--- src/rtl/game_pkg.sv ---
// Shared game definitions: level encodings, slot geometry, capture FSM states
// and small helpers for decoding button vectors.
package game_pkg;

  localparam logic [2:0] LV1 = 3'b001;
  localparam logic [2:0] LV2 = 3'b010;
  localparam logic [2:0] LV3 = 3'b100;

  localparam int SLOT_W    = 3;
  localparam int MAX_SLOTS = 16;

  typedef enum logic [2:0] {
    IDLE,
    ARMED,
    WAIT_PRESS,
    WAIT_RELEASE,
    DONE
  } cap_state_t;

  // Sequence length for a one-hot level; 0 marks an unusable level.
  function automatic logic [4:0] level_len(input logic [2:0] lv);
    case (lv)
      LV1:     return 5'd8;
      LV2:     return 5'd12;
      LV3:     return 5'd16;
      default: return 5'd0;
    endcase
  endfunction

  function automatic logic is_single(input logic [7:0] v);
    return (v != 8'd0) && ((v & (v - 8'd1)) == 8'd0);
  endfunction

  function automatic logic [SLOT_W-1:0] button_index(input logic [7:0] v);
    logic [SLOT_W-1:0] idx;
    idx = '0;
    for (int k = 0; k < 8; k++) begin
      if (v[k]) idx = SLOT_W'(k);
    end
    return idx;
  endfunction

endpackage

--- src/rtl/button_debounce.sv ---
// Two-flop synchroniser plus stability counter for the 8 game buttons.
// The output is the debounced vector as it stands after the current edge.
module button_debounce #(
  parameter int DEBOUNCE_CYCLES = 20
) (
  input  logic       clk,
  input  logic       rst,
  input  logic [7:0] botton,
  output logic [7:0] debounced
);

  localparam logic [7:0] CNT_MAX = 8'(DEBOUNCE_CYCLES - 1);

  logic [7:0] sync_p0;
  logic [7:0] sync_p1;
  logic [7:0] deb_q;
  logic [7:0] stable_cnt;
  logic       accept;

  // stable_cnt == CNT_MAX means sync_p1 has already held for DEBOUNCE_CYCLES
  // cycles, so the FSM may consume it on this very edge.
  assign accept    = (stable_cnt == CNT_MAX);
  assign debounced = accept ? sync_p1 : deb_q;

  always_ff @(posedge clk or negedge rst) begin
    if (!rst) begin
      sync_p0    <= '0;
      sync_p1    <= '0;
      deb_q      <= '0;
      stable_cnt <= '0;
    end else begin
      // synchroniser stage p0 -> p1
      sync_p0 <= botton;
      sync_p1 <= sync_p0;
      // stability stage
      deb_q   <= debounced;
      if (sync_p0 != sync_p1)
        stable_cnt <= '0;
      else if (!accept)
        stable_cnt <= stable_cnt + 8'd1;
    end
  end

endmodule

--- src/rtl/button_capture.sv ---
// Captures one round of debounced button presses as 3-bit slot indices.
// Optional BUTTON_CAPTURE_ECHO_EN adds led_echo press feedback.
module button_capture
  import game_pkg::*;
#(
  parameter int DEBOUNCE_CYCLES = 20
) (
  input  logic        clk,
  input  logic        rst,
  input  logic        enable,
  input  logic [2:0]  level,
  input  logic [7:0]  botton,
  output logic [47:0] trimmed_inp,
  output logic [4:0]  count,
  output logic        end_signal,
  output logic        multi_press
`ifdef BUTTON_CAPTURE_ECHO_EN
  ,
  output logic [7:0]  led_echo
`endif
);

  cap_state_t        state;
  logic [4:0]        len_q;
  logic [7:0]        deb;
  logic [SLOT_W-1:0] slots [MAX_SLOTS];

  button_debounce #(
    .DEBOUNCE_CYCLES(DEBOUNCE_CYCLES)
  ) u_debounce (
    .clk       (clk),
    .rst       (rst),
    .botton    (botton),
    .debounced (deb)
  );

  always_comb begin
    trimmed_inp = '0;
    for (int i = 0; i < MAX_SLOTS; i++)
      trimmed_inp[SLOT_W*i +: SLOT_W] = slots[i];
  end

`ifdef BUTTON_CAPTURE_ECHO_EN
  assign led_echo = (state == WAIT_PRESS || state == WAIT_RELEASE) ? deb : 8'd0;
`endif

  always_ff @(posedge clk or negedge rst) begin
    if (!rst) begin
      state       <= IDLE;
      len_q       <= '0;
      count       <= '0;
      end_signal  <= 1'b0;
      multi_press <= 1'b0;
      for (int i = 0; i < MAX_SLOTS; i++) slots[i] <= '0;
    end else begin
      multi_press <= 1'b0;
      // Dropping enable aborts everything, including a press landing this edge.
      if (!enable) begin
        state      <= IDLE;
        count      <= '0;
        end_signal <= 1'b0;
        for (int i = 0; i < MAX_SLOTS; i++) slots[i] <= '0;
      end else begin
        case (state)
          IDLE: begin
            if (level_len(level) != 5'd0) begin
              len_q <= level_len(level);
              state <= ARMED;
            end
          end
          ARMED: begin
            if (deb == 8'd0) state <= WAIT_PRESS;
          end
          WAIT_PRESS: begin
            if (deb != 8'd0) begin
              if (is_single(deb)) begin
                slots[count[3:0]] <= button_index(deb);
                count             <= count + 5'd1;
                if (count + 5'd1 == len_q) begin
                  state      <= DONE;
                  end_signal <= 1'b1;
                end else begin
                  state <= WAIT_RELEASE;
                end
              end else begin
                multi_press <= 1'b1;
                state       <= WAIT_RELEASE;
              end
            end
          end
          WAIT_RELEASE: begin
            if (deb == 8'd0) state <= WAIT_PRESS;
          end
          DONE: begin
            end_signal <= 1'b1;
          end
          default: begin
            state <= IDLE;
          end
        endcase
      end
    end
  end

endmodule

--- config.mk ---
export PLATFORM = sky130hd
export DESIGN_NAME = button_capture
export DESIGN_NICKNAME = d
export VERILOG_FILES = /design/src/rtl/game_pkg.sv /design/src/rtl/button_debounce.sv /design/src/rtl/button_capture.sv
export SDC_FILE = /design/constraint.sdc
export NUM_CORES = 1
export LEC_CHECK = 0
export BUFFER_PORTS_ARGS = -buffer_cell sky130_fd_sc_hd__buf_2
export CORE_UTILIZATION = 36
export DETAILED_ROUTE_END_ITERATION = 10
export RECOVER_POWER = 25
export REMOVE_ABC_BUFFERS = 1
export SLEW_MARGIN = 40
export SYNTH_ARGS = -nofsm -noshare
export SYNTH_HDL_FRONTEND = slang
export SYNTH_SLANG_ARGS = --single-unit
--- constraint.sdc ---
create_clock -name clk -period 3.9 [get_ports clk]
set_clock_uncertainty 0.1 [all_clocks]
set_input_delay 0.195 -clock clk [delete_from_list [all_inputs] [get_ports clk]]
set_output_delay 0.195 -clock clk [all_outputs]
set_load 0.02 [all_outputs]
==> flow_summary.ini <==
[setup_path]
crit_end = trimmed_inp[16]
path_cells = ha_1, or3b_2, nor4_1, nor3_1, o21ai_2, a311o_2, o22ai_1
critical_path.max_fanout = 16
ff2ff_path_depth = 7
cp-end-kind = register
crit_path_top_delay_cell = nor4_1
cp-start-kind = register
reg2reg_slack_ns = 0.86
reg2reg_to = trimmed_inp[16]
r2r-start = u_debounce.stable_cnt[0]
startpoint = u_debounce.stable_cnt[0]
worstSetupPathType = reg -> reg
worstPathRequired_ns = 4.00
cp.arrival_ns = 3.15
slowest_delay_ns = 0.58

[clocking]
cts.sinks = 93
cts_buffer_depth = 2
path_clk_slew_ns = 0.06
cts_tree = done
hold_buffers = 9
cts_resized = 0
tritoncts.num_buffers = 9
clock_latency_ns = 0.34
root_buffer = clkbuf_16
post_cts.repair.setup_buffers = 0
htreeDepth = 3

[grt]
grt_pass1_vias = 3326
grt_start_max_net_pins = 71
antenna_found_initial = 0
gr-total-overflow = 0
grt.total_usage = 0.177
grt_pass1_wl_um = 17500

[power]
p_per_area_mw_per_mm2 = 380
power.leakage_nw = 2.49
peakVddDrop_mv = 0.151
total_power_mw = 1.97

[die]
ios = 69
dieArea_mm2 = 0.0125
die_w_um = 112
die_y_um = 112
rows = 39
initial_utilization = 0.374
coreArea_mm2 = 0.0116

[sta]
min_period_over_period = 0.780
setup_slack_ns = 0.857
final_max_slew_viol_count = 71
rsz0062_at_grt = no
worst_pin_slew_ns = 1.70
setup_tns_ns = 0
slew_headroom = -0.136
finalHoldViolCount = 0
finalSetupViolations = 0
fmax_ghz = 0.329
fin_crit_ns = 3.04

[place]
dp_slack_ns = 0.816
io_buffers = 68
hpwl_um = 7060
place_area_mm2 = 0.00482
gp_congestion = 0.775

[run_status]
violations = DRC, capacitance limit, slew limit
run_status = complete, but fails checks

[drt]
drt_iter0_drc = 217
drt_wl_total_um = 10500
num_vias = 3358
wire_per_inst_um = 16.3
vias_per_cell = 5.21
drc_errors = 2
drtAntennaViolNets = 0
first_pass_iters = 7

[yosys]
async_reset_ff_frac = 1.00
synth.most_common_cell = dfrtp_1
syn_area_per_cell_um2 = 10.4
synth_area_leaders = dfrtp_1 (54%), nand2_1 (5.9%), o22ai_1 (3.3%)
synthTopCellsByCount = dfrtp_1 (93), nand2_1 (68), nor2_1 (36), o22ai_1 (23), inv_1 (22)
postSynthCellCount = 419
seq_area_frac_synth = 0.535
yosys_warnings = 0
synthDistinctLibCells = 54
ys_seq_elements = 93
yosys.area.top_type = dfrtp_1
yosys_most_used_dff = dfrtp_1
syn_area_mm2 = 0.00435
synth_edf_count = 0
yosysTopAreaCellShare = 0.535

[final_layout]
seqCellArea_mm2 = 0.00233
fin_nets = 516
antenna-diode-count = 0
layout-drive-gt1-share = 0.234
finalInstanceArea_mm2 = 0.00520
nFillCells = 1135
multi_input_area_mm2 = 0.00185
areaGrowthSynthToFinish_pct = 19.5

[worst_hold_path]
hp-class = in -> reg

[job]
drv_cap = 1
-- kinds of logic after synthesis --
family                   Yosys count  share of synthesized area
buffers and inverters             38                     0.0400
XOR/XNOR                          20                     0.0403
AND/OR/NAND/NOR                  156                      0.171
AO/OA/AOI/OAI                     96                      0.171
multiplexers                      10                     0.0250
adder cells (fa/ha/maj)            6                     0.0173
flip-flops                        93                      0.535
-- sequential cells by signal, summed over array words and instances, names as in the netlist, 3 cells and up --
name                   count
trimmed_inp               48
u_debounce.sync_p1         8
count                      5
state                      3
len_q                      3
u_debounce.sync_p0         8
u_debounce.stable_cnt      8
u_debounce.deb_q           8
-- placed cells by master, fill, tap and decap left out, types with 5 or more instances in the layout --
cell	instances
ha_1	6
xor2_1	13
o22ai_2	10
a21oi_1	8
o22ai_1	23
buf_4	5
buf_2	67
dlygate4sd3_1	9
nor3_1	5
o2bb2ai_1	15
nand2_1	68
o21ai_0	10
clkbuf_16	9
nor2_1	36
dfrtp_1	93
nand3_1	16
xnor2_1	7
inv_1	22
mux2_2	7
nand3b_1	5
-- metrics by stage --
step	instances	hold slack (ns)	utilization
after floorplan	403	-0.201	-
after global placement	619	0.203	0.415
after detailed placement	619	0.150	0.415
after CTS	644	0.0199	0.448
after global routing	644	0.0441	0.448
final	644	0.0301	0.448
-- where the power goes --
group / internal [mW] / switching [mW] / leakage, nW
logic: 0.0408 / 0.0580 / 1.09
clock network: 0.510 / 0.358 / 0.149
registers: 0.984 / 0.0233 / 1.25
total: 1.53 / 0.440 / 2.49
-- worst min-delay path by stage --
stage	to	startpoint	cells after the start	slack [ns]
after global placement	u_debounce.sync_p0[2]	botton[2]	1	0.20
after CTS	len_q[4]	level[0]	2	0.02
final	len_q[2]	level[2]	2	0.03
after global routing	len_q[2]	level[0]	2	0.04
after detailed placement	trimmed_inp[2]	rst	1	0.15
after floorplan	count[0]	rst	0	-0.20
-- worst max-delay path, delay by kind of cell (launching register included) --
kind                       cells  cell delay (ns)
AOI/OAI and AO/OA              3             0.87
DFF                            1             0.39
adders and majority gates      1             0.26
and+or+nand+nor                3             1.28
-- final cells by class --
cell class / instances / share of cell area
well taps: 143 / 0.0344
inverters: 22 / 0.0159
multi-input cells: 288 / 0.356
flip-flops and latches: 93 / 0.448
clock inverters: 5 / 0.00963
repair buffers: 82 / 0.0900
clock buffers: 11 / 0.0467
-- layer usage --
metal / global-route usage / wire, µm / vias up
met4: 0.0793 / 222 / 0
met5: 0 / 0 / -
met1: 0.249 / 4970 / 1637
li1: - / - / 1638
met3: 0.0245 / 372 / 14
met2: 0.274 / 4920 / 69
No activity file was read; power rests on OpenSTA's default activity.
